$ cat config.mk
export PLATFORM = sky130hd
export DESIGN_NAME = ecc_err_manager
export DESIGN_NICKNAME = d
export VERILOG_FILES = /design/src/rtl/ecc_mgr_pkg.sv /design/src/rtl/ecc_err_log_fifo.sv /design/src/rtl/ecc_err_manager.sv
export SDC_FILE = /design/constraint.sdc
export NUM_CORES = 1
export LEC_CHECK = 0
export ABC_CLOCK_PERIOD_IN_PS = 11900
export CORE_MARGIN = 5
export CORE_UTILIZATION = 25
export CTS_CLUSTER_DIAMETER = 80
export DETAILED_ROUTE_END_ITERATION = 10
export PLACE_DENSITY = 0.46
export SYNTH_ARGS = -nofsm -noshare
export SYNTH_HDL_FRONTEND = slang
export SYNTH_SLANG_ARGS = --single-unit
$ cat constraint.sdc
create_clock -name clk -period 11.9 [get_ports clk]
set_input_delay 2.38 -clock clk [delete_from_list [all_inputs] [get_ports clk]]
set_output_delay 2.38 -clock clk [all_outputs]
set_load 0.005 [all_outputs]
$ cat src/rtl/ecc_mgr_pkg.sv
// Shared definitions for the ECC error manager: register map, CTRL fields,
// error-log entry layout and event classification.
package ecc_mgr_pkg;

   localparam logic [7:0] REG_CTRL     = 8'h00;
   localparam logic [7:0] REG_IRQ_STAT = 8'h04;
   localparam logic [7:0] REG_LOG_STAT = 8'h08;
   localparam logic [7:0] REG_LOG_POP  = 8'h0C;
   localparam logic [7:0] REG_CNT_BASE = 8'h10;

   localparam int CTRL_EN      = 0;
   localparam int CTRL_SBE_IE  = 1;
   localparam int CTRL_MBE_IE  = 2;
   localparam int CTRL_LOG_EN  = 3;
   localparam int CTRL_OVF_IE  = 4;
   localparam int CTRL_THR_LSB = 8;
   localparam logic [31:0] CTRL_MASK = 32'h0000_FF1F;

   localparam int STAT_MBE_LSB = 16;
   localparam int STAT_OVF_BIT = 31;
   localparam int LOG_POS_W    = 16;

   typedef enum logic [1:0] {
      EVT_NONE = 2'd0,
      EVT_SBE  = 2'd1,
      EVT_MBE  = 2'd2
   } evt_type_e;

   typedef struct packed {
      logic                 valid;
      logic [2:0]           ch;
      logic                 mbe;
      logic                 sbe;
      logic [LOG_POS_W-1:0] pos;
   } log_entry_t;

   // LOG_POP register image of a log entry
   function automatic logic [31:0] entry_to_word(input log_entry_t e);
      return {e.valid, 4'b0000, e.ch, 6'b000000, e.mbe, e.sbe, e.pos};
   endfunction

endpackage

$ cat src/rtl/ecc_err_log_fifo.sv
// Synchronous error-log FIFO; a push into a full FIFO succeeds only when a
// pop happens in the same cycle, and a pop on empty is ignored.
module ecc_err_log_fifo #(
   parameter int DEPTH = 8,
   parameter int W     = 22
) (
   input  logic                       clk,
   input  logic                       reset_n,
   input  logic                       push,
   input  logic                       pop,
   input  logic [W-1:0]               wdata,
   output logic [W-1:0]               rdata,
   output logic                       full,
   output logic                       empty,
   output logic [$clog2(DEPTH):0]     level
);
   localparam int PTR_W = $clog2(DEPTH);
   localparam int LVL_W = PTR_W + 1;

   logic [W-1:0]     mem_r [DEPTH];
   logic [PTR_W-1:0] wr_ptr_r, rd_ptr_r;
   logic [LVL_W-1:0] level_r;
   logic             do_push_s, do_pop_s;

   assign full      = (level_r == LVL_W'(DEPTH));
   assign empty     = (level_r == {LVL_W{1'b0}});
   assign level     = level_r;
   assign rdata     = mem_r[rd_ptr_r];
   assign do_pop_s  = pop & ~empty;
   assign do_push_s = push & (~full | do_pop_s);

   // Storage, pointers and fill level
   always_ff @(posedge clk or negedge reset_n) begin
      if (!reset_n) begin
         wr_ptr_r <= {PTR_W{1'b0}};
         rd_ptr_r <= {PTR_W{1'b0}};
         level_r  <= {LVL_W{1'b0}};
         for (int i = 0; i < DEPTH; i++) mem_r[i] <= {W{1'b0}};
      end else begin
         if (do_push_s) begin
            mem_r[wr_ptr_r] <= wdata;
            wr_ptr_r        <= wr_ptr_r + PTR_W'(1);
         end
         if (do_pop_s) rd_ptr_r <= rd_ptr_r + PTR_W'(1);
         level_r <= level_r + LVL_W'(do_push_s) - LVL_W'(do_pop_s);
      end
   end

endmodule

$ cat src/rtl/ecc_err_manager.sv
// Multi-channel ECC error manager: per-channel SBE/MBE counters, threshold
// and MBE status with W1C, interrupt generation and an APB-drained error log.
module ecc_err_manager
   import ecc_mgr_pkg::*;
#(
   parameter int NUM_CH    = 4,
   parameter int CNT_W     = 16,
   parameter int POS_W     = 7,
   parameter int LOG_DEPTH = 8,
   parameter int ADDR_W    = 8
) (
   input  logic                    clk,
   input  logic                    reset_n,
   input  logic [NUM_CH-1:0]       ch_sbe,
   input  logic [NUM_CH-1:0]       ch_mbe,
   input  logic [NUM_CH*POS_W-1:0] ch_pos,
   input  logic                    psel,
   input  logic                    penable,
   input  logic                    pwrite,
   input  logic [ADDR_W-1:0]       paddr,
   input  logic [31:0]             pwdata,
   output logic [31:0]             prdata,
   output logic                    pready,
   output logic                    pslverr,
   output logic                    irq,
   output logic                    mbe_fatal
);
   localparam int LVL_W = $clog2(LOG_DEPTH) + 1;
   localparam logic [CNT_W-1:0] CNT_MAX = {CNT_W{1'b1}};

   logic [31:0]       ctrl_r, stat_r;
   logic [15:0]       drop_cnt_r;
   logic              irq_r, mbe_fatal_r;
   logic [CNT_W-1:0]  sbe_cnt_r [NUM_CH];
   logic [CNT_W-1:0]  mbe_cnt_r [NUM_CH];

   logic              acc_s, wr_s, rd_s, mapped_s;
   logic              sel_ctrl_s, sel_stat_s, sel_lstat_s, sel_pop_s;
   logic [NUM_CH-1:0] sbe_sel_s, mbe_sel_s, sbe_clr_s, mbe_clr_s;
   logic [NUM_CH-1:0] sbe_q_s, mbe_q_s, sbe_inc_s, mbe_inc_s, thr_hit_s, pick_s;
   logic [7:0]        thr_s;
   evt_type_e         sel_type_s;
   logic [2:0]        sel_ch_s;
   logic [POS_W-1:0]  sel_pos_s;
   logic [3:0]        n_evt_s;
   logic              push_s, pop_req_s, drop_full_s;
   logic [4:0]        drop_inc_s;
   logic [16:0]       drop_sum_s;
   logic [31:0]       stat_set_s, w1c_s, cnt_rd_s, rdata_s;
   log_entry_t        wentry_s, head_s;
   logic              fifo_full_s, fifo_empty_s;
   logic [LVL_W-1:0]  fifo_level_s;

   assign acc_s     = psel & penable;
   assign wr_s      = acc_s & pwrite;
   assign rd_s      = acc_s & ~pwrite;
   assign thr_s     = ctrl_r[CTRL_THR_LSB +: 8];
   assign mbe_q_s   = ch_mbe & {NUM_CH{ctrl_r[CTRL_EN]}};
   assign sbe_q_s   = ch_sbe & ~ch_mbe & {NUM_CH{ctrl_r[CTRL_EN]}};
   assign sbe_clr_s = sbe_sel_s & {NUM_CH{wr_s}};
   assign mbe_clr_s = mbe_sel_s & {NUM_CH{wr_s}};

   // APB address decode
   always_comb begin
      sel_ctrl_s  = (paddr == ADDR_W'(REG_CTRL));
      sel_stat_s  = (paddr == ADDR_W'(REG_IRQ_STAT));
      sel_lstat_s = (paddr == ADDR_W'(REG_LOG_STAT));
      sel_pop_s   = (paddr == ADDR_W'(REG_LOG_POP));
      sbe_sel_s   = {NUM_CH{1'b0}};
      mbe_sel_s   = {NUM_CH{1'b0}};
      for (int i = 0; i < NUM_CH; i++) begin
         sbe_sel_s[i] = (paddr == ADDR_W'(int'(REG_CNT_BASE) + 8 * i));
         mbe_sel_s[i] = (paddr == ADDR_W'(int'(REG_CNT_BASE) + 8 * i + 4));
      end
      mapped_s = sel_ctrl_s | sel_stat_s | sel_lstat_s | sel_pop_s |
                 (|sbe_sel_s) | (|mbe_sel_s);
   end

   // Counter increments, threshold hits and log arbitration (MBE first, then lowest channel)
   always_comb begin
      sel_ch_s  = 3'd0;
      sel_pos_s = {POS_W{1'b0}};
      pick_s    = (|mbe_q_s) ? (mbe_q_s & (~mbe_q_s + NUM_CH'(1)))
                             : (sbe_q_s & (~sbe_q_s + NUM_CH'(1)));
      n_evt_s   = 4'(unsigned'($countones({sbe_q_s, mbe_q_s})));
      for (int i = 0; i < NUM_CH; i++) begin
         sbe_inc_s[i] = sbe_q_s[i] & ~sbe_clr_s[i] & (sbe_cnt_r[i] != CNT_MAX);
         mbe_inc_s[i] = mbe_q_s[i] & ~mbe_clr_s[i] & (mbe_cnt_r[i] != CNT_MAX);
         thr_hit_s[i] = sbe_inc_s[i] & (thr_s != 8'd0) &
                        ((sbe_cnt_r[i] + CNT_W'(1)) == CNT_W'(thr_s));
         sel_ch_s  = sel_ch_s  | (pick_s[i] ? 3'(i) : 3'd0);
         sel_pos_s = sel_pos_s | (pick_s[i] ? ch_pos[i*POS_W +: POS_W] : {POS_W{1'b0}});
      end
      sel_type_s = (|mbe_q_s) ? EVT_MBE : ((|sbe_q_s) ? EVT_SBE : EVT_NONE);
      wentry_s.valid = 1'b1;
      wentry_s.ch    = sel_ch_s;
      wentry_s.mbe   = (sel_type_s == EVT_MBE);
      wentry_s.sbe   = (sel_type_s == EVT_SBE);
      wentry_s.pos   = LOG_POS_W'(sel_pos_s);
   end

   assign push_s      = ctrl_r[CTRL_LOG_EN] & (sel_type_s != EVT_NONE);
   assign pop_req_s   = rd_s & sel_pop_s;
   assign drop_full_s = push_s & fifo_full_s & ~pop_req_s;
   assign drop_inc_s  = push_s ? (5'(n_evt_s) - 5'd1 + 5'(drop_full_s)) : 5'd0;
   assign drop_sum_s  = 17'(drop_cnt_r) + 17'(drop_inc_s);

   // Status set sources and write-one-to-clear mask
   always_comb begin
      stat_set_s                          = 32'h0000_0000;
      stat_set_s[NUM_CH-1:0]              = thr_hit_s;
      stat_set_s[STAT_MBE_LSB +: NUM_CH]  = mbe_q_s;
      stat_set_s[STAT_OVF_BIT]            = drop_full_s;
      w1c_s = (wr_s & sel_stat_s) ? pwdata : 32'h0000_0000;
   end

   // Read data mux
   always_comb begin
      cnt_rd_s = 32'h0000_0000;
      for (int i = 0; i < NUM_CH; i++) begin
         cnt_rd_s = cnt_rd_s | (sbe_sel_s[i] ? 32'(sbe_cnt_r[i]) : 32'h0000_0000)
                             | (mbe_sel_s[i] ? 32'(mbe_cnt_r[i]) : 32'h0000_0000);
      end
      if (!rd_s) begin
         rdata_s = 32'h0000_0000;
      end else if (sel_ctrl_s) begin
         rdata_s = ctrl_r;
      end else if (sel_stat_s) begin
         rdata_s = stat_r;
      end else if (sel_lstat_s) begin
         rdata_s = {drop_cnt_r, 6'b000000, fifo_full_s, fifo_empty_s, 2'b00, 6'(fifo_level_s)};
      end else if (sel_pop_s) begin
         rdata_s = fifo_empty_s ? 32'h0000_0000 : entry_to_word(head_s);
      end else begin
         rdata_s = cnt_rd_s;
      end
   end

   // Per-channel saturating counters; a clear write beats a same-cycle increment
   always_ff @(posedge clk or negedge reset_n) begin
      if (!reset_n) begin
         for (int i = 0; i < NUM_CH; i++) begin
            sbe_cnt_r[i] <= {CNT_W{1'b0}};
            mbe_cnt_r[i] <= {CNT_W{1'b0}};
         end
      end else begin
         for (int i = 0; i < NUM_CH; i++) begin
            if (sbe_clr_s[i])      sbe_cnt_r[i] <= {CNT_W{1'b0}};
            else if (sbe_inc_s[i]) sbe_cnt_r[i] <= sbe_cnt_r[i] + CNT_W'(1);
            if (mbe_clr_s[i])      mbe_cnt_r[i] <= {CNT_W{1'b0}};
            else if (mbe_inc_s[i]) mbe_cnt_r[i] <= mbe_cnt_r[i] + CNT_W'(1);
         end
      end
   end

   // Control, status, drop counter and registered interrupt outputs
   always_ff @(posedge clk or negedge reset_n) begin
      if (!reset_n) begin
         ctrl_r      <= 32'h0000_0000;
         stat_r      <= 32'h0000_0000;
         drop_cnt_r  <= 16'h0000;
         irq_r       <= 1'b0;
         mbe_fatal_r <= 1'b0;
      end else begin
         if (wr_s & sel_ctrl_s) ctrl_r <= pwdata & CTRL_MASK;
         stat_r      <= (stat_r & ~w1c_s) | stat_set_s;
         drop_cnt_r  <= drop_sum_s[16] ? 16'hFFFF : drop_sum_s[15:0];
         irq_r       <= ((|stat_r[NUM_CH-1:0]) & ctrl_r[CTRL_SBE_IE]) |
                        ((|stat_r[STAT_MBE_LSB +: NUM_CH]) & ctrl_r[CTRL_MBE_IE]) |
                        (stat_r[STAT_OVF_BIT] & ctrl_r[CTRL_OVF_IE]);
         mbe_fatal_r <= |mbe_q_s;
      end
   end

   ecc_err_log_fifo #(
      .DEPTH (LOG_DEPTH),
      .W     ($bits(log_entry_t))
   ) u_log_fifo (
      .clk     (clk),
      .reset_n (reset_n),
      .push    (push_s),
      .pop     (pop_req_s),
      .wdata   (wentry_s),
      .rdata   (head_s),
      .full    (fifo_full_s),
      .empty   (fifo_empty_s),
      .level   (fifo_level_s)
   );

   assign prdata    = rdata_s;
   assign pready    = acc_s;
   assign pslverr   = acc_s & ~mapped_s;
   assign irq       = irq_r;
   assign mbe_fatal = mbe_fatal_r;

endmodule
Word-level counts from Yosys, hierarchy flattened

Cells that the tools add are included.

Add/sub/neg operators: 24
$mul: 0
Divide/modulo/power cells: 0
Magnitude comparators: 3
Equality and inequality tests: 26
Shifts and indexed selects: 0
Multiplexer cells: 49
Bitwise logic cells: 87
Reduce and logical (&&, ||, !) cells: 19

Operators by type and width:

| operator                                                         | number |
|---|---|
| 16-bit two-way mux                                               | 25 |
| 32-bit two-way mux                                               | 7 |
| 176-bit bitwise mux                                              | 1 |
| 16-bit by 1-bit adder with 16-bit output (second input constant) | 8 |
| 16-bit inequality test (second input constant)                   | 8 |
| 16-bit OR                                                        | 7 |
| 22-bit binary-select mux with 3-bit select                       | 1 |
| 22-bit demux with 3-bit select                                   | 1 |
| 22-bit two-way mux                                               | 3 |
| 16-bit by 8-bit == test with 1-bit output                        | 4 |
| 1-bit AND                                                        | 39 |
| 32-bit AND                                                       | 1 |
| 8-bit by 5-bit == test with 1-bit output (second input constant) | 4 |
| 8-bit by 6-bit == test with 1-bit output (second input constant) | 4 |
| 32-bit inverter                                                  | 1 |
| 32-bit OR                                                        | 1 |
| 4-bit AND                                                        | 7 |
| 7-bit two-way mux                                                | 4 |
| 4-bit OR reduction                                               | 6 |
| 7-bit OR                                                         | 3 |
| 2-bit nonzero test                                               | 9 |
| 16-bit by 5-bit adder with 17-bit output                         | 1 |
| 8-bit by 4-bit == test with 1-bit output (second input constant) | 2 |
| 1-bit inverter                                                   | 13 |
| other kinds (28)                                                 | 48 |

Flip-flop bits (word level): 377
Bits in latches: 0
RAM bits: 0
Bits in read-only memories: 0
Word-level logic and storage cells: 232
Memories: 0

Depth between registers and ports, before layout

Gate-level depths: netlist (run 1).

Depth in word-level cells: 14
Gate-level depth with buffers: 21
Mapped depth without buffers: 20

Modules after synthesis

From an unflattened synthesis (run 1), not the netlist that was laid out.

Cells, all modules: 1990
Area total of the unflattened synthesis: 21375.5 um^2

Modules (own cells, without submodules):

| module           | times used | cells each | area each (um^2) | seq. area each (um^2) |
|---|---|---|---|---|
| ecc_err_manager  | 1          | 1481       | 12812.3          | 4779.6 |
| ecc_err_log_fifo | 1          | 509        | 8563.2           | 4654.5 |

Least setup slack after synthesis (run 1)

OpenSTA, ideal clock, no wires.

Path type: input port to flip-flop
From: input paddr[6]
To: register drop_cnt_r[12]
Library setup time: 0.125 ns
Arrival time: 7.445 ns
Required time: 11.775 ns
Slack: 4.330 ns
Stages: 19
Buffers on the path: 1
Cells stage by stage: clkbuf_8 -> nor4_2 -> nand2_1 -> o211a_1 -> fa_1 -> inv_1 -> fa_1 -> fa_1 -> inv_1 -> ha_1 -> fa_1 -> nand2_1 -> fa_1 -> nor2b_1 -> o21ai_0 -> a21boi_0 -> o21ai_0 -> nor2_1 -> mux2_2

Word-level cells in the longest chain between the ends: 8

RTL lines:

| what                                     | RTL line               | source |
|---|---|---|
| start, declared                          | ecc_err_manager.sv:20  | `input logic [ADDR_W-1:0] paddr,` |
| 8-bit by 4-bit == test with 1-bit output | ecc_err_manager.sv:68  | `sel_pop_s = (paddr == ADDR_W'(REG_LOG_POP));` |
| 1-bit AND                                | ecc_err_manager.sv:103 | `assign pop_req_s = rd_s & sel_pop_s;` |
| 1-bit inverter                           | ecc_err_manager.sv:104 | `assign drop_full_s = push_s & fifo_full_s & ~pop_req_s;` |
| 1-bit AND                                | ecc_err_manager.sv:104 |  |
| 5-bit by 1-bit adder with 5-bit output   | ecc_err_manager.sv:105 | `assign drop_inc_s = push_s ? (5'(n_evt_s) - 5'd1 + 5'(drop_full_s)) : 5'd0;` |
| 5-bit two-way mux                        | ecc_err_manager.sv:105 |  |
| 16-bit by 5-bit adder with 17-bit output | ecc_err_manager.sv:106 | `assign drop_sum_s = 17'(drop_cnt_r) + 17'(drop_inc_s);` |
| 16-bit two-way mux                       | ecc_err_manager.sv:167 | `drop_cnt_r <= drop_sum_s[16] ? 16'hFFFF : drop_sum_s[15:0];` |
| end signal, assigned                     | ecc_err_manager.sv:167 |  |
| end, declared                            | ecc_err_manager.sv:32  | `logic [15:0] drop_cnt_r;` |

Every way passes these cells.
A chain may end at the register's enable or synchronous reset.

Worst setup path after layout (run 1)

From: input paddr[3]
To: output prdata[2]

Word-level cells in the longest chain between the ends: 14
Elaborated cells on any way between the ends: 32
Those cells by class: eq/ne: 11; mux: 13; bitwise: 7; reduce/logical: 1

RTL lines:

| what                                                        | RTL line                                       | source |
|---|---|---|
| 8-bit by 5-bit == test with 1-bit output (on tied branches) | ecc_err_manager.sv:72, ecc_err_manager.sv:73   |  |
| 16-bit two-way mux (on tied branches)                       | ecc_err_manager.sv:121, ecc_err_manager.sv:122 |  |
| 16-bit OR                                                   | ecc_err_manager.sv:122                         | `\| (mbe_sel_s[i] ? 32'(mbe_cnt_r[i]) : 32'h0000_0000);` |
| 16-bit OR                                                   | ecc_err_manager.sv:121                         | `cnt_rd_s = cnt_rd_s \| (sbe_sel_s[i] ? 32'(sbe_cnt_r[i]) : 32'h0000_0000)` |
| 16-bit OR                                                   | ecc_err_manager.sv:122                         |  |
| 16-bit OR                                                   | ecc_err_manager.sv:121                         |  |
| 16-bit OR                                                   | ecc_err_manager.sv:122                         |  |
| 16-bit OR                                                   | ecc_err_manager.sv:121                         |  |
| 16-bit OR                                                   | ecc_err_manager.sv:122                         |  |
| 32-bit two-way mux                                          | ecc_err_manager.sv:132                         | `end else if (sel_pop_s) begin` |
| 32-bit two-way mux                                          | ecc_err_manager.sv:130                         | `end else if (sel_lstat_s) begin` |
| 32-bit two-way mux                                          | ecc_err_manager.sv:128                         | `end else if (sel_stat_s) begin` |
| 32-bit two-way mux *                                        | ecc_err_manager.sv:126                         | `end else if (sel_ctrl_s) begin` |
| 32-bit two-way mux *                                        | ecc_err_manager.sv:124                         | `if (!rd_s) begin` |
| end, declared                                               | ecc_err_manager.sv:22                          | `output logic [31:0] prdata,` |

Mark *: on every way between the ends. The rest lies on a longest branch, timed or not.

==> results of run 1 <==
-- layer usage --
layer	wire [um]	track usage	vias up
met4	1230	0.0348	4
met1	30400	0.247	7396
met2	28300	0.255	456
met5	55	0	-
met3	4070	0.0308	81
li1	-	-	6774
-- how the worst min path moves through the flow --
stage	from	depth (start not counted)	slack (ps)	endpoint
2_1_floorplan	u_log_fifo.mem_r[131]$_DFFE_PN0P_	1	430	u_log_fifo.mem_r[131]$_DFFE_PN0P_
5_1_grt	u_log_fifo.mem_r[153]$_DFFE_PN0P_	1	480	u_log_fifo.mem_r[153]$_DFFE_PN0P_
6_report	u_log_fifo.mem_r[109]$_DFFE_PN0P_	1	460	u_log_fifo.mem_r[109]$_DFFE_PN0P_
3_3_place_gp	u_log_fifo.mem_r[175]$_DFFE_PN0P_	1	440	u_log_fifo.mem_r[175]$_DFFE_PN0P_
4_1_cts	u_log_fifo.mem_r[109]$_DFFE_PN0P_	1	470	u_log_fifo.mem_r[109]$_DFFE_PN0P_
3_5_place_dp	u_log_fifo.mem_r[109]$_DFFE_PN0P_	1	450	u_log_fifo.mem_r[109]$_DFFE_PN0P_
-- power groups by stage --
stage	clock (uW)	sequential (uW)	combinational, uW
finish	1210	1040	135
detailed placement	0	1060	136
global placement	0	1060	135
CTS	1250	1040	137
floorplan	0	1050	63.4
global route	1290	1050	150
-- state kept, by name, indices dropped and copies added, names as in the netlist --
register	count
u_log_fifo.wr_ptr_r	3
drop_cnt_r	16
u_log_fifo.rd_ptr_r	3
stat_r	32
ctrl_r	13
u_log_fifo.level	4
irq	1
u_log_fifo.mem_r	96
mbe_cnt_r	64
mbe_fatal	1
sbe_cnt_r	64
-- logic make-up after synthesis --
logic type | after synthesis | share of synthesized area
DFF | 297 | 0.424
buffers and inverters | 159 | 0.0452
AOI/OAI and AO/OA | 368 | 0.142
and+or+nand+nor | 738 | 0.204
muxes | 89 | 0.0738
adders and majority gates | 34 | 0.0273
xor gates and xnor gates | 167 | 0.0835
-- critical path, stage by stage --
cell             delay [ps]
clkdlybuf4s50_1        1010
nor2b_1                 450
nand2_1                 320
nor2_2                  950
a2111oi_0               500
a31oi_1                 440
clkdlybuf4s50_1         610
-- per-stage QoR --
| step | instance area (um^2) | utilization |
|---|---|---|
| global route | 20800 | 0.298 |
| finish | 20800 | 0.298 |
| CTS | 20800 | 0.298 |
| global placement | 19500 | 0.279 |
| detailed placement | 19500 | 0.279 |
| floorplan | 17500 | - |
-- placed cells by master, fill, tap and decap left out, types with 54 or more instances in the layout --
cell             Yosys  routed
nand2_1            213     213
dfrtp_1            297     297
o21ai_0             76      76
nand3_1             62      62
xnor2_1             74      74
inv_1               55      55
nor2_1             235     234
xor2_1              93      93
a21oi_1             54      54
clkdlybuf4s50_1      0     115
-- layout make-up --
class	instances	area (um^2)	share of cell area
sequential	297	7430	0.357
tap	940	1180	0.0565
multi-input combinational	1396	9290	0.446
clock inverter	18	265	0.0127
inverter	56	210	0.0101
clock buffer	51	1060	0.0509
timing repair buffer	145	1380	0.0665
==> impl_results.md, run 1 <==
* Final WS setup at 2830 ps
* CP endpoint kind: primary output
* GP Congestion at 0.931
* Unrepaired setup endpoints after global routing: false
* Crit start category: input pin
* Clk Latency, worst-skew pair at 580 ps
* Sw Ratio at 0.247
* Number of routed nets with antenna violations at 0
* Vias in the first global route at 14435
* Synthesized area per cell at 9.45 um^2
* Fmax at 110 MHz
* Switch Pwr at 592 uW
* Routed WL at 64000 um
* Post-synthesis sequential area ratio at 0.424
* Global-route wire length before repair at 96200 um
* Post-route minimum period at 9070 ps
* Root Buffer: clkbuf_16
* H-tree levels at 2
* Synth area leader: dfrtp_1
* Total number of vias at 14711
* Critical path arrival at 6690 ps
* Number of setup buffers added after CTS at 0
* Clock share of power at 0.507
* Skew final at 29.9 ps
* Die Y at 275 um
* # fillers at 7338
* Post-Layout Cell Count at 2903
* Wire per inst at 22.1 um
* Largest net degree at the start of global routing at 113
* Min-delay worst type: flip-flop to flip-flop
* Post-Synthesis Cells at 1852
* Final hold viol count at 0
* Power, Total at 2390 uW
* # diodes at 0
* CTS resizes at 0
* Initial DRC Count at 1247
* Crit share post-route at 0.762
* Distinct cells, synth at 92
* Fraction of synthesized cell area taken by the top area cell type at 0.424
* Yosys Warn Count at 0
* Final setup fails at 0
* Pleak at 0.00866 uW
* Gr usage total at 0.167
* Ys flop type: dfrtp_1
* Share of power burned in registers at 0.436
* Max-Slew Margin vs Limit at 0.127
* Initial antenna violation count at 2
* CP startpoint: paddr[3]
* Nets at 2049
* IO Count at 117
* Worst Reg-to-Reg Cells at 20
* Number of synthesized register bits at 297
* Kind of critical path: input pin to primary output
* Commonest cells in the netlist: 297 x dfrtp_1, 235 x nor2_1, 213 x nand2_1
* Post-Syn Nets at 1967
* Max clock buf depth at 3
* FF-to-FF End: drop_cnt_r[7]$_DFF_PN0_
* Max Cap Violations at 0
* Fraction of registers with async set or reset after synthesis at 1.00
* Hold_ws at 463 ps
* Vias per cell at 5.07
* Num CTS Buffers at 38
* Worst Setup Slack post-DPL at 2930 ps
* Slew Limit Fails at 0
* Mapped Area at 17500 um^2
* Layout area overhead at 18.9%
* CP Capture Point: prdata[2]
* Grt total ovfl at 0
* Worst Path Required at 9520 ps
* DP HPWL at 48000 um
* Clock-pin slew on the worst setup and hold paths at 60 ps
* FP Rows at 97
* CTS tree: yes
* Gate power share at 0.057
* Share of layout cells above drive strength 1 at 0.0932
* Post-synth EDFFs at 0
* DRC violations left at 0
* Power Dens Cells at 115 nW/um^2
* Core ar. at 69800 um^2
* TNS Setup at 0 ps
* Status: finished, final reports clean
* Hold_buf cts at 0
* Top post-synthesis cells by area: dfrtp_1 42%, nor2_1 5.0%, xor2_1 4.7%
* # port buffers at 116
* Int Pwr at 1800 uW
* Worst r2r src: u_log_fifo.level[2]$_DFF_PN0_
* Reg2reg setup slack at 5400 ps
* Starting Density at 0.251
* First-pass DRT Iterations at 8
* Die area at 75400 um^2
* Most common cell in the netlist: dfrtp_1
* Clock sink total at 297
* Die W at 275 um
* Worst-Margin Slew at 1310 ps
* Max rail drop VDD at 85.5 uV
* CP Max Fanout at 23
* Placed cell count at 2834
Power figures use the tool's default switching activity.
==> inputs of run 2 (changes only) <==
Settings changed: ABC_CLOCK_PERIOD_IN_PS 11900 to 8700.
Clock period 11.9 ns to 8.7 ns, I/O delays scaled along.
==> impl_results.md, run 2 (synthesized netlist as in run 1, its figures left out) <==
* Status: finished, final reports clean
* Placed cell count at 2842
* Most common cell after layout, fill and taps aside: dfrtp_1
* Clock sink total at 297
* IO Count at 117
* Vias in the first global route at 14576
* Min-delay worst type: flip-flop to flip-flop
* Max Cap Violations at 0
* Power, Total at 3220 uW
* Core ar. at 69800 um^2
* Max clock buf depth at 3
* Clock-pin slew on the worst setup and hold paths at 60 ps
* Final hold viol count at 0
* Largest net degree at the start of global routing at 114
* Kind of critical path: input pin to flip-flop
* Worst-Margin Slew at 1310 ps
* Global-route wire length before repair at 95600 um
* CP most frequent cell: fa_1
* Initial DRC Count at 1346
* Final setup fails at 0
* # port buffers at 116
* Number of setup buffers added after CTS at 0
* Crit share post-route at 0.860
* Grt total ovfl at 0
* Number of routed nets with antenna violations at 0
* CP Max Fanout at 7
* Die W at 275 um
* Slowest CP cell: clkdlybuf4s50_1
* Skew final at 23.4 ps
* Vias per cell at 5.08
* Post-route minimum period at 7480 ps
* Starting Density at 0.251
* Crit path cell chain: clkdlybuf4s50_1, or4_1, o21a_2, o21a_1, o211a_1, fa_1, inv_1, fa_1, fa_1, inv_1, ha_1, fa_1, nand2_1, fa_1, nor2b_1, o21ai_0, a21boi_0, o21ai_0, nor2_1, mux2_2
* Root Buffer: clkbuf_16
* Int Pwr at 2430 uW
* Clk Latency, worst-skew pair at 570 ps
* Gate power share at 0.058
* Routed WL at 62900 um
* First-pass DRT Iterations at 5
* Largest stage delay, worst path at 590 ps
* Die area at 75400 um^2
* CP endpoint kind: flip-flop
* Initial antenna violation count at 2
* CTS resizes at 0
* Critical path arrival at 7920 ps
* Hold_buf cts at 0
* Top reg by flops: u_log_fifo.mem_r
* Power Dens Cells at 155 nW/um^2
* Share of layout cells above drive strength 1 at 0.0960
* Layout area overhead at 19.0%
* Post-Layout Cell Count at 2910
* H-tree levels at 2
* Clock share of power at 0.499
* DRC violations left at 0
* # fillers at 7283
* Worst Path Required at 9140 ps
* Sw Ratio at 0.246
* TNS Setup at 0 ps
* Total number of vias at 14775
* Num CTS Buffers at 37
* FP Rows at 97
* Max-Slew Margin vs Limit at 0.126
* Most frequent cells in the layout: 297 x dfrtp_1, 234 x nor2_1, 213 x nand2_1
* Unrepaired setup endpoints after global routing: false
* Max rail drop VDD at 112 uV
* GP Congestion at 0.961
* Fmax at 134 MHz
* Die Y at 275 um
* Switch Pwr at 792 uW
* Gr usage total at 0.164
* Slew Limit Fails at 0
* Hold_ws at 464 ps
* Nets at 2056
* Crit start category: input pin
* Max reg flops at 96
* Share of power burned in registers at 0.443
* Biggest regs: u_log_fifo.mem_r: 96 flops, mbe_cnt_r: 64 flops, sbe_cnt_r: 64 flops
* DP HPWL at 46800 um
* Wire per inst at 21.6 um
* CTS tree: yes
* Pleak at 0.00867 uW
==> run 2: worst paths after layout <==
kind | start | to | slack (ps) | depth (start not counted)
setup / recovery | ch_mbe[1] | drop_cnt_r[12]$_DFF_PN0_ | 1220 | 20
hold / removal | u_log_fifo.mem_r[131]$_DFFE_PN0P_ | u_log_fifo.mem_r[131]$_DFFE_PN0P_ | 460 | 1
setup reg to reg | ctrl_r[0]$_DFFE_PN0P_ | drop_cnt_r[12]$_DFF_PN0_ | 3020 | 18
hold reg to reg | u_log_fifo.mem_r[131]$_DFFE_PN0P_ | u_log_fifo.mem_r[131]$_DFFE_PN0P_ | 460 | 1
max in group asynchronous | reset_n | mbe_cnt_r[48]$_DFFE_PN0P_ | 5930 | 2
min in group asynchronous | reset_n | sbe_cnt_r[10]$_DFFE_PN0P_ | 1260 | 1
==> run 2: per-layer routing <==
layer,vias up,share of wire,global-route usage
met3,93,0.064,0.0313
met4,2,0.022,0.0366
met1,7430,0.48,0.241
li1,6767,-,-
met2,483,0.44,0.252
met5,-,0.00021,0
==> run 2: final cells by class <==
class                      count  area (um^2)  area share
antenna                        1         2.50    0.000120
clock buffer                  52         1060      0.0510
clock inverter                15          206     0.00991
inverter                      56          210      0.0101
multi-input combinational   1396         9290       0.446
sequential                   297         7430       0.357
tap                          940         1180      0.0565
timing repair buffer         153         1440      0.0693
==> run 2: critical path, delay by kind of cell <==
| kind | cells | cell delay [ps] |
|---|---|---|
| muxes | 1 | 340 |
| and+or+nand+nor | 4 | 990 |
| buffers and inverters | 3 | 680 |
| adders and majority gates | 6 | 2520 |
| AOI/OAI and AO/OA | 6 | 1630 |
==> run 2: power by group through the flow <==
stage / clock network (uW) / logic, uW / registers (uW)
floorplan: 0 / 86.8 / 1440
global route: 1710 / 206 / 1430
global placement: 0 / 185 / 1450
detailed placement: 0 / 188 / 1450
CTS: 1650 / 189 / 1430
finish: 1610 / 188 / 1430
==> run 2: per-stage QoR <==
step,instance area (um^2),worst slack (ps),utilization
after global placement,19600,740,0.280
final,20800,1220,0.298
after detailed placement,19600,620,0.280
after floorplan,17500,1770,-
after global routing,20800,849,0.298
after CTS,20800,1210,0.298
==> inputs of run 3 (changes only) <==
Settings changed: ABC_CLOCK_PERIOD_IN_PS 8700 to default, DONT_BUFFER_PORTS from default to 1, PLACE_DENSITY 0.46 to 0.44, SETUP_SLACK_MARGIN from default to 0.2.
==> impl_results.md, run 3 (synthesized netlist as in run 1, its figures left out) <==
* Share of layout cells above drive strength 1 at 0.0924
* Crit start category: input pin
* Global-route wire length before repair at 92300 um
* Most frequent cells in the layout: 297 x dfrtp_1, 234 x nor2_1, 213 x nand2_1
* Slowest CP cell: or4_1
* Initial DRC Count at 1381
* Max clock buf depth at 3
* First-pass DRT Iterations at 5
* Initial antenna violation count at 3
* Hold_buf cts at 0
* Die Y at 275 um
* Top reg by flops: u_log_fifo.mem_r
* Max-Slew Margin vs Limit at 0.114
* Routed WL at 62000 um
* Clock share of power at 0.495
* Kind of critical path: input pin to flip-flop
* Core ar. at 69800 um^2
* Clock-pin slew on the worst setup and hold paths at 60 ps
* Skew final at 22.3 ps
* Max reg flops at 96
* CTS resizes at 0
* Switch Pwr at 725 uW
* DP HPWL at 45600 um
* Starting Density at 0.251
* Die W at 275 um
* Largest net degree at the start of global routing at 298
* Post-route minimum period at 6890 ps
* Root Buffer: clkbuf_16
* Vias per cell at 5.06
* Nets at 1928
* Slew Limit Fails at 0
* Fmax at 145 MHz
* CTS tree: yes
* Clk Latency, worst-skew pair at 560 ps
* CP most frequent cell: fa_1
* Crit share post-route at 0.792
* Worst Path Required at 9140 ps
* Number of routed nets with antenna violations at 0
* Num CTS Buffers at 36
* TNS Setup at 0 ps
* Most common cell after layout, fill and taps aside: dfrtp_1
* Sw Ratio at 0.239
* Int Pwr at 2310 uW
* Wire per inst at 22.3 um
* Clock sink total at 297
* Unrepaired setup endpoints after global routing: false
* Number of setup buffers added after CTS at 0
* Critical path arrival at 7330 ps
* FP Rows at 97
* Total number of vias at 14083
* Die area at 75400 um^2
* GP Congestion at 0.934
* H-tree levels at 2
* Layout area overhead at 11.3%
* IO Count at 117
* Vias in the first global route at 13997
* Max rail drop VDD at 153 uV
* Status: finished, final reports clean
* Max Cap Violations at 0
* # port buffers at 0
* Min-delay worst type: flip-flop to flip-flop
* Crit path cell chain: or4_1, o21a_2, o21a_1, o211a_1, fa_1, inv_1, fa_1, fa_1, inv_1, ha_1, fa_1, nand2_1, fa_1, nor2b_1, o21ai_0, a21boi_0, o21ai_0, nor2_1, mux2_2
* Worst-Margin Slew at 1300 ps
* Power, Total at 3030 uW
* Final hold viol count at 0
* Power Dens Cells at 156 nW/um^2
* Grt total ovfl at 0
* Gr usage total at 0.161
* Biggest regs: u_log_fifo.mem_r: 96 flops, mbe_cnt_r: 64 flops, sbe_cnt_r: 64 flops
* Share of power burned in registers at 0.471
* Gate power share at 0.034
* Largest stage delay, worst path at 530 ps
* Pleak at 0.00813 uW
* CP endpoint kind: flip-flop
* CP Max Fanout at 6
* Final setup fails at 0
* DRC violations left at 0
## run 3: changes by cell type in the layout (fill, tap and decap cells not counted), sizes merged
| cell | delta |
|---|---|
| clkinv | -3 |
| bufinv | -3 |
| clkdlybuf4s50 | -115 |
| clkinvlp | -2 |
| buf | -12 |
| clkbuf | +6 |
## run 3: area by class of cell
cell class                 instances  area (um^2)
tap                              940         1180
timing repair buffer              26          195
sequential                       297         7430
antenna                            1         2.50
multi-input combinational       1396         9290
inverter                          56          210
clock buffer                      58         1090
clock inverter                     7         75.1
fill                            7446        50300
## run 3: critical path, delay by kind of cell
family / cells / cell delay (ps)
buffers and inverters: 2 / 90
AND/OR/NAND/NOR: 4 / 940
AO/OA/AOI/OAI: 6 / 1690
multiplexers: 1 / 340
adder cells (fa/ha/maj): 6 / 2550
## run 3: power groups by stage
stage / Clock [uW] / Combinational, uW / Sequential (uW)
4_1_cts: 1540 / 102 / 1430
6_report: 1500 / 103 / 1430
3_3_place_gp: 0 / 100 / 1450
3_5_place_dp: 0 / 101 / 1450
2_1_floorplan: 0 / 86.8 / 1440
5_1_grt: 1600 / 114 / 1430
## run 3: routing by layer
layer	part of all wire	global-route usage	routed length [um]
met2	0.42	0.234	26000
met1	0.46	0.226	28500
met4	0.026	0.0451	1620
met3	0.095	0.0565	5910
met5	0.00021	0	13
## run 3: through the flow
stage / utilization / instance area (um^2) / hold slack, ps / instances / worst slack, ps
after floorplan: - / 17500 / 429 / 1852 / 1770
after global placement: 0.262 / 18300 / 445 / 2715 / 1260
after detailed placement: 0.262 / 18300 / 449 / 2715 / 1240
after CTS: 0.279 / 19500 / 462 / 2780 / 1830
after global routing: 0.279 / 19500 / 466 / 2780 / 1500
final: 0.279 / 19500 / 459 / 2781 / 1810
## run 3: worst paths after layout
kind,end,from,cells after the start,slack (ps)
setup / recovery,drop_cnt_r[12]$_DFF_PN0_,ch_mbe[0],19,1810
hold / removal,u_log_fifo.mem_r[131]$_DFFE_PN0P_,u_log_fifo.mem_r[131]$_DFFE_PN0P_,1,460
setup reg to reg,drop_cnt_r[12]$_DFF_PN0_,u_log_fifo.level[2]$_DFF_PN0_,19,2560
hold reg to reg,u_log_fifo.mem_r[131]$_DFFE_PN0P_,u_log_fifo.mem_r[131]$_DFFE_PN0P_,1,460
max in group asynchronous,sbe_cnt_r[21]$_DFFE_PN0P_,reset_n,0,7290
min in group asynchronous,sbe_cnt_r[49]$_DFFE_PN0P_,reset_n,0,910
